`config.mk`:
```
export PLATFORM = sky130hd
export DESIGN_NAME = keypad_emulator
export DESIGN_NICKNAME = d
export VERILOG_FILES = /design/src/rtl/keypad_pkg.sv /design/src/rtl/keypad_emu_map.sv /design/src/rtl/keypad_emulator.sv
export SDC_FILE = /design/constraint.sdc
export NUM_CORES = 1
export LEC_CHECK = 0
export CAP_MARGIN = 20
export CORE_UTILIZATION = 58
export CTS_BUF_LIST = sky130_fd_sc_hd__clkbuf_4 sky130_fd_sc_hd__clkbuf_8
export DETAILED_ROUTE_END_ITERATION = 8
export GPL_TIMING_DRIVEN = 0
export PLACE_DENSITY = 0.86
export SETUP_SLACK_MARGIN = 0.3
export SYNTH_ARGS = -nofsm -noshare
export SYNTH_HDL_FRONTEND = slang
export SYNTH_SLANG_ARGS = --single-unit
```
`constraint.sdc`:
```
create_clock -name clk -period 2.64 [get_ports clk]
set_clock_uncertainty 0.15 [all_clocks]
set_input_delay 0.264 -clock clk [delete_from_list [all_inputs] [get_ports clk]]
set_output_delay 0.264 -clock clk [all_outputs]
set_load 0.005 [all_outputs]
```
`src/rtl/keypad_pkg.sv`:
```
// Shared definitions for the 4x4 keypad matrix interface, used by both the
// keypad emulator and the row-scanning decoder.
//   - state_t        : emulator FSM state encodings
//   - ROW0_N..ROW3_N : one-cold, active-low row drive patterns
//   - KEY_0..KEY_F   : key-code constants
//   - key_to_rc()    : key code -> {row idx[1:0], col idx[1:0]}; also the
//                      decoder's reference table
//   - row_pattern()  : row idx -> active-low one-cold row drive
package keypad_pkg;

  typedef enum logic [1:0] {
    ST_IDLE   = 2'd0,
    ST_BOUNCE = 2'd1,
    ST_PRESS  = 2'd2,
    ST_GAP    = 2'd3
  } state_t;

  // Row r is selected when the scanner drives this pattern; row 0 is the
  // MSB-low pattern, so the ordering reads left to right on the bus.
  localparam logic [3:0] ROW0_N = 4'b0111;
  localparam logic [3:0] ROW1_N = 4'b1011;
  localparam logic [3:0] ROW2_N = 4'b1101;
  localparam logic [3:0] ROW3_N = 4'b1110;

  localparam logic [3:0] KEY_0 = 4'h0;
  localparam logic [3:0] KEY_1 = 4'h1;
  localparam logic [3:0] KEY_2 = 4'h2;
  localparam logic [3:0] KEY_3 = 4'h3;
  localparam logic [3:0] KEY_4 = 4'h4;
  localparam logic [3:0] KEY_5 = 4'h5;
  localparam logic [3:0] KEY_6 = 4'h6;
  localparam logic [3:0] KEY_7 = 4'h7;
  localparam logic [3:0] KEY_8 = 4'h8;
  localparam logic [3:0] KEY_9 = 4'h9;
  localparam logic [3:0] KEY_A = 4'hA;
  localparam logic [3:0] KEY_B = 4'hB;
  localparam logic [3:0] KEY_C = 4'hC;
  localparam logic [3:0] KEY_D = 4'hD;
  localparam logic [3:0] KEY_E = 4'hE;
  localparam logic [3:0] KEY_F = 4'hF;

  // Physical pad layout: the bottom row is E,0,F,D rather than a
  // straight continuation of the numeric order.
  function automatic logic [3:0] key_to_rc(input logic [3:0] code);
    logic [3:0] rc;
    case (code)
      KEY_1:   rc = {2'd0, 2'd0};
      KEY_2:   rc = {2'd0, 2'd1};
      KEY_3:   rc = {2'd0, 2'd2};
      KEY_A:   rc = {2'd0, 2'd3};
      KEY_4:   rc = {2'd1, 2'd0};
      KEY_5:   rc = {2'd1, 2'd1};
      KEY_6:   rc = {2'd1, 2'd2};
      KEY_B:   rc = {2'd1, 2'd3};
      KEY_7:   rc = {2'd2, 2'd0};
      KEY_8:   rc = {2'd2, 2'd1};
      KEY_9:   rc = {2'd2, 2'd2};
      KEY_C:   rc = {2'd2, 2'd3};
      KEY_E:   rc = {2'd3, 2'd0};
      KEY_0:   rc = {2'd3, 2'd1};
      KEY_F:   rc = {2'd3, 2'd2};
      default: rc = {2'd3, 2'd3};
    endcase
    return rc;
  endfunction

  function automatic logic [3:0] row_pattern(input logic [1:0] ridx);
    logic [3:0] pat;
    case (ridx)
      2'd0:    pat = ROW0_N;
      2'd1:    pat = ROW1_N;
      2'd2:    pat = ROW2_N;
      default: pat = ROW3_N;
    endcase
    return pat;
  endfunction

endpackage

```
`src/rtl/keypad_emu_map.sv`:
```
// Combinational key-to-column responder.
// Ports:
//   key_q  in  4  key currently held by the emulator
//   row    in  4  live scanner row drive, active low, one-cold
//   enable in  1  contact closed this cycle
//   column out 4  active-low column lines, 4'b1111 = no key
// Only an exact match of the key's one-cold row pattern closes the contact;
// idle rows and multi-row drives leave all columns released.
module keypad_emu_map
  import keypad_pkg::*;
(
  input  logic [3:0] key_q,
  input  logic [3:0] row,
  input  logic       enable,
  output logic [3:0] column
);

  logic [3:0] rc;

  // Zero-latency response so a scanner that moves row on one edge and
  // samples column on the next always sees the matching column.
  always_comb begin
    rc     = key_to_rc(key_q);
    column = 4'b1111;
    if (enable && (row == row_pattern(rc[3:2]))) begin
      column[rc[1:0]] = 1'b0;
    end
  end

endmodule

```
`src/rtl/keypad_emulator.sv`:
```
// Keypad-side model of the 4x4 matrix: accepts key codes over valid/ready
// and holds each key pressed for PRESS_CYCLES, then released for GAP_CYCLES.
// Optional feature macro: KEYPAD_EMU_BOUNCE_EN inserts a BOUNCE phase of
// BOUNCE_CYCLES before PRESS in which the contact alternates closed/open.
// Ports:
//   clk       in  1  system clock
//   rst_n     in  1  synchronous reset, active low
//   key_in    in  4  key code to press
//   key_valid in  1  key_in valid
//   key_ready out 1  high when a new code can be accepted (IDLE)
//   row       in  4  scanner row drive, active low, one-cold
//   column    out 4  column lines, active low, 4'b1111 = no key
//   pressed   out 1  high in PRESS (and BOUNCE)
//   busy      out 1  high whenever not IDLE
module keypad_emulator
  import keypad_pkg::*;
#(
  parameter int PRESS_CYCLES  = 64,
  parameter int GAP_CYCLES    = 32,
  parameter int BOUNCE_CYCLES = 8,
  parameter int CNT_W         = 16
) (
  input  logic       clk,
  input  logic       rst_n,
  input  logic [3:0] key_in,
  input  logic       key_valid,
  output logic       key_ready,
  input  logic [3:0] row,
  output logic [3:0] column,
  output logic       pressed,
  output logic       busy
);

  // Reject parameter sets the phase counter cannot represent.
  if (PRESS_CYCLES < 1 || GAP_CYCLES < 1 || BOUNCE_CYCLES < 2 ||
      PRESS_CYCLES > (1 << CNT_W) || GAP_CYCLES > (1 << CNT_W) ||
      BOUNCE_CYCLES > (1 << CNT_W)) begin : g_bad_params
    $error("keypad_emulator: phase lengths out of range for CNT_W");
  end

  localparam logic [CNT_W-1:0] PRESS_LOAD = CNT_W'(PRESS_CYCLES - 1);
  localparam logic [CNT_W-1:0] GAP_LOAD   = CNT_W'(GAP_CYCLES - 1);
`ifdef KEYPAD_EMU_BOUNCE_EN
  localparam logic [CNT_W-1:0] BOUNCE_LOAD = CNT_W'(BOUNCE_CYCLES - 1);
`endif

  state_t           state;
  logic [3:0]       key_q;
  logic [CNT_W-1:0] cnt;
  logic             col_en;

  // Phase sequencer: each phase loads N-1 on entry and advances when the
  // counter reaches zero, giving exactly N cycles per phase. Status outputs
  // are registered alongside the state so they change on the same edge.
  always_ff @(posedge clk) begin
    if (!rst_n) begin
      state     <= ST_IDLE;
      key_q     <= '0;
      cnt       <= '0;
      key_ready <= 1'b1;
      busy      <= 1'b0;
      pressed   <= 1'b0;
    end else begin
      case (state)
        ST_IDLE: begin
          if (key_valid && key_ready) begin
            key_q     <= key_in;
            key_ready <= 1'b0;
            busy      <= 1'b1;
            pressed   <= 1'b1;
`ifdef KEYPAD_EMU_BOUNCE_EN
            state     <= ST_BOUNCE;
            cnt       <= BOUNCE_LOAD;
`else
            state     <= ST_PRESS;
            cnt       <= PRESS_LOAD;
`endif
          end
        end
`ifdef KEYPAD_EMU_BOUNCE_EN
        ST_BOUNCE: begin
          if (cnt == '0) begin
            state <= ST_PRESS;
            cnt   <= PRESS_LOAD;
          end else begin
            cnt <= cnt - 1'b1;
          end
        end
`endif
        ST_PRESS: begin
          if (cnt == '0) begin
            state   <= ST_GAP;
            cnt     <= GAP_LOAD;
            pressed <= 1'b0;
          end else begin
            cnt <= cnt - 1'b1;
          end
        end
        ST_GAP: begin
          if (cnt == '0) begin
            state     <= ST_IDLE;
            key_ready <= 1'b1;
            busy      <= 1'b0;
          end else begin
            cnt <= cnt - 1'b1;
          end
        end
        default: begin
          state     <= ST_IDLE;
          cnt       <= '0;
          key_ready <= 1'b1;
          busy      <= 1'b0;
          pressed   <= 1'b0;
        end
      endcase
    end
  end

  // Contact closure: steady in PRESS; during BOUNCE it closes only on odd
  // counter values, so the first bounce cycle is closed.
`ifdef KEYPAD_EMU_BOUNCE_EN
  assign col_en = (state == ST_PRESS) || ((state == ST_BOUNCE) && cnt[0]);
`else
  assign col_en = (state == ST_PRESS);
`endif

  keypad_emu_map u_map (
    .key_q  (key_q),
    .row    (row),
    .enable (col_en),
    .column (column)
  );

endmodule

```
* Word level (Yosys, flattened, before mapping) *
Memories as Yosys holds them, arrays and structs flattened. A register that Yosys moved wholly into a read port is not among the register bits.
Cells that the tools add are included.

storage, ports and cells
  memory bits (read-only) = 64
  bits of input ports = 11
  output and inout port bits = 7
  memories = 1
  flip-flop bits (word level) = 25

operators by class
  $add $sub $neg = 1
  reductions and logical operators = 11
  order comparisons = 2
  equal/unequal tests = 9
  bitwise operators = 3
  multiplexer cells = 21

memories
  memory            words  width  read ports  clocked after Yosys merged registers in  write ports  line              source
  (name not given)  16     4      1           1                                        0            keypad_pkg.sv:46  case (code)

operators with widths
  cell                   count
  $mux 16                3
  $pmux 16 s3            1
  $logic_not 16->1       1
  $sub 16x1->16 const B  1
  $mux 4                 3
  $pmux 4 s3             1
  $pmux 1 s3             3
  $reduce_and 3->1       3
  $ne 2x2->1 const B     4
  $eq 2x2->1 const B     3
  $mux 2                 3
  $pmux 2 s3             1
  $mux 1                 5
  $eq 4x4->1             1
  $logic_not 2->1        2
  $not 4->4              1
  $reduce_and 2->1       2
  $logic_and 1x1->1      3
  $lt 2x3->1 const B     1
  $demux 1 s2            1
  $eq 2x1->1 const B     1
  $ge 2x1->1 const B     1
  $not 1->1              2

* Depth between registers and ports, before layout *
  word-level depth = 6
  gate-level depth with buffers = 8

* Modules after synthesis *
Synthesis repeated with hierarchy kept, for this count alone.

second synthesis, totals
  cell total of the unflattened synthesis = 217
  area, all modules = 1826.8 um2

modules (own cells, without submodules)
  module           seq. area each (um2)  area an instance (um2)  cells an instance  instances
  keypad_emulator  500.5                 1427.6                  162                1
  keypad_emu_map   0.0                   399.1                   55                 1

* Worst setup path before layout *
No wires, ideal clock.

  path kind = reg-to-reg
  from = register cnt[0]
  to = register cnt[7]
  buffers on the path = 1
  setup time = 0.071 ns
  clock period less this slack = 2.053 ns
  stages on the path, launching flop included = 9
  path slack = 0.587 ns
  data required time = 2.419 ns
  data arrival time = 1.832 ns
  cells stage by stage = dfxtp_1 -> inv_1 -> ha_1 -> nor2b_1 -> and3_1 -> buf_6 -> a21o_4 -> or4_1 -> a21oi_1

on the way
  word-level cells in the longest chain between the ends = 3
  elaborated cells on any way between the ends = 7
  classes of those cells = 1 x add/sub; 1 x eq/ne; 3 x mux; 2 x reduce/logical

ends and longest elaborated chain
  what                                               line                    source
  from (decl)                                        keypad_emulator.sv:49   logic [CNT_W-1:0] cnt;
  from (signal assigned)                             keypad_emulator.sv:96   cnt <= cnt - 1'b1;
  from (signal assigned)                             keypad_emulator.sv:105  cnt <= cnt - 1'b1;
  $sub 16x1->16 or $logic_not 16->1 (tied branches)  -
  $mux 16 (tied with other cells)                    keypad_emulator.sv:100  if (cnt == '0) begin
  $pmux 16 s3 or $reduce_and 2->1 (tied branches)    -

Parallel ways exist; a longest one is shown, timed or not. The select of a mux whose other input is x is not followed.
A chain may end at the register's enable or synchronous reset.

* Worst setup path in the final report *
  from = input row[2]
  to = output column[0]

on the way
  word-level cells in the longest chain between the ends = 3

ends and longest elaborated chain
  what               line                   source
  from (decl)        keypad_emulator.sv:28  input logic [3:0] row,
  $eq 4x4->1         keypad_emu_map.sv:25   if (enable && (row == row_pattern(rc[3:2]))) begin
  $logic_and 1x1->1  keypad_emu_map.sv:25
  $mux 4             keypad_emu_map.sv:25
  to (decl)          keypad_emulator.sv:29  output logic [3:0] column,

Every way passes these cells.

==> summary.txt <==
Status
  – Outcome: complete, no violations

Placed design
  – Detail Placement HPWL: ~2800 um
  – Placer Congestion: ~0.81
  – PortBufs: 17
  – Dpl cells: about 240
  – Placed instance area: approximately 1900 um^2

Clock network
  – Clock sinks: 29
  – Clk buf depth: 2
  – Number of CTS-inserted buffers: 5
  – Hold-fix buffers, CTS: 0
  – Clock slew at reported path FFs: approximately 0.09 ns
  – H-tree Lvls: 2
  – Worst skew pair latency: roughly 0.32 ns
  – CTS tree: built
  – CTS Root Cell: clkbuf_4

STA
  – Fin crit share: 0.880
  – # setup viols final: 0
  – Final min period: around 2.3 ns
  – Final hold slack: roughly 0.36 ns
  – Final Hold Fails: 0
  – Unrepaired setup endpoints after global routing: yes
  – Worst slew margin: 0.548
  – Max frequency: about 430 MHz
  – Slew Viols, Final: 0
  – Worst slew pin tran: between 0.6 and 0.7 ns
  – Setup tns final: 0 ns

Synth
  – Top cell type's share of synthesized area: 0.348
  – Yosys Warn Count: 0
  – Post-synth EDFFs: 0
  – Post-synth top cells: dfxtp_1, nor2_1, nand2_1
  – Synth Register Bits: 29
  – Seq/Total Area, Yosys: 0.348
  – Post-synth top area cell: dfxtp_1
  – Ranking of synthesized cells by area: dfxtp_1, nor2_1, mux2i_1, o21ai_0, a21oi_1
  – Top FF cell, synth: dfxtp_1
  – Count leader, synth: dfxtp_1
  – Syn nets: a little over 200
  – Gate Count Post-Synth: just under 200
  – Netlist cell types: 57
  – Syn_area_per_cell: approximately 8.6 um^2
  – FFs w/ async S/R, synth: 0
  – Cell Area, Synth: between 1500 and 2000 um^2

GRT
  – Met2 GRT Util: 0.465
  – Largest net degree at the start of global routing: 11
  – Tot GR Track Use: 0.262
  – Initial antenna violation count: 0
  – Vias in the first global route: around 1,500
  – Grt ovf: 0
  – Met3 global-route usage: 0.0581
  – GRT Max-Usage Layer: met2
  – Grt met1 use: 0.307
  – First-pass GRT wire length: 6450 um

Routing
  – DR WL/cell: 15.0 um
  – Total number of vias: 1,574
  – Antenna Nets Post-Route: 0
  – Initial DRT Pass Iterations: 4
  – DR DRC count: 0
  – Iter 0 DRT Violations: 74
  – Vias per std cell: ~6.3
  – Final wirelength: roughly 3800 um

Critical path
  – Type of origin of the critical path: primary input
  – Crit path required time: ~2.2 ns
  – Critical path arrival: around 1.9 ns
  – Worst setup path class: primary input to primary output
  – Crit end category: primary output
  – Crit path max fanout: 3

Final layout
  – Non-Filler Cell Area, Final: between 1500 and 2000 um^2
  – Layout net count: roughly 230
  – Non-filler cells, final: ~250
  – FILL cells: roughly 200
  – Diode count: 0
  – Share of cells above drive strength 1: 0.136
  – Layout area overhead: 17.4%

Floorplanning
  – Full die area: 3100 um^2
  – FP Rows: 19
  – Initial core utilization: 0.611
  – Die X: 55.6 um
  – # IOs: 18
  – Die Y: roughly 56 um
  – Core area: 2730 um^2

Power and ir drop
  – Leakage power: roughly 0.00075 uW
  – Design Power: between 1000 and 1500 uW
  – Pwr dens: around 620 nW/um^2
  – VDD IR-drop max: approximately 0.58 mV

Hold path
  – Hold Path Class: register to register

Job
  – Max-cap violations: 0
-- critical path: stages --
cell and delay (ns):
clkdlybuf4s50_1 0.50, nor2b_1 0.14, o2111ai_1 0.13, a21oi_2 0.20
nor2b_4 0.18, nand2b_1 0.05, clkdlybuf4s50_1 0.44
-- cells in the final DEF (no fill, tap or decap), types with 3 or more instances in the layout --
cell,instances
and2_1,3
nor2b_1,4
dfxtp_1,28
or3_1,4
nand3_1,5
nand2b_1,5
nor3_1,5
nand2_1,12
inv_1,6
a31oi_1,3
nor2_1,21
a22o_1,4
mux2i_1,7
clkbuf_4,6
or4_1,3
a211oi_1,3
buf_4,4
clkdlybuf4s50_1,16
a21oi_1,9
xnor2_1,5
o21ai_0,11
-- cell type report --
cell class,instances,area (um^2),area share
Timing Repair Buffer,18,180,0.0920
Inverter,8,30.0,0.0153
Tap cell,31,38.8,0.0198
Sequential cell,29,582,0.297
Buffer,8,51.3,0.0262
Multi-Input combinational cell,150,1020,0.520
Clock buffer,7,58.8,0.0300
-- worst paths after layout --
path | startpoint | end | slack, ns | cells past startpoint
worst max-delay path | row[2] | column[0] | 0.32 | 7
worst min register to register | cnt[15] | cnt[15] | 0.36 | 2
worst max register to register | cnt[0] | cnt[7] | 0.41 | 8
worst min-delay path | cnt[15] | cnt[15] | 0.36 | 2
-- repair_timing --
item | in CTS | in global routing
gates resized for setup | 4 | 3
setup endpoints to repair | 2 | 3
pin swaps | 0 | 2
setup buffers | 0 | 1
-- per-stage QoR --
stage / setup slack, ns / util
CTS: 0.294 / 0.711
global placement: 0.0432 / 0.687
global route: 0.206 / 0.717
detailed placement: -0.00714 / 0.687
floorplan: 0.587 / -
finish: 0.317 / 0.717
-- routing by layer --
| layer | share of wire | wire length [um] | vias up |
|---|---|---|---|
| met4 | 0.012 | 46 | 0 |
| met2 | 0.50 | 1890 | 39 |
| met3 | 0.039 | 148 | 5 |
| met5 | 0 | 0 | - |
| li1 | - | - | 778 |
| met1 | 0.45 | 1690 | 752 |
-- power by group --
| part | internal [uW] | total, uW | switching, uW |
|---|---|---|---|
| Combinational | 177 | 399 | 223 |
| Sequential | 486 | 535 | 48.7 |
| Clock | 136 | 279 | 143 |
-- state kept, by name, indices dropped and copies added (netlist names) --
name / count
busy: 1
pressed: 1
state: 2
cnt: 16
u_map.rc: 4
key_ready: 1
key_q: 4
-- cells by family after synthesis --
kind of cell	count (synthesis)	share of synthesized area
compound gates	58	0.262
xor+xnor	5	0.0262
fa+ha+maj	1	0.00750
buf+inv	16	0.0487
flops	29	0.348
mux	7	0.0420
simple gates	79	0.265
No activity file was read; power rests on OpenSTA's default activity.
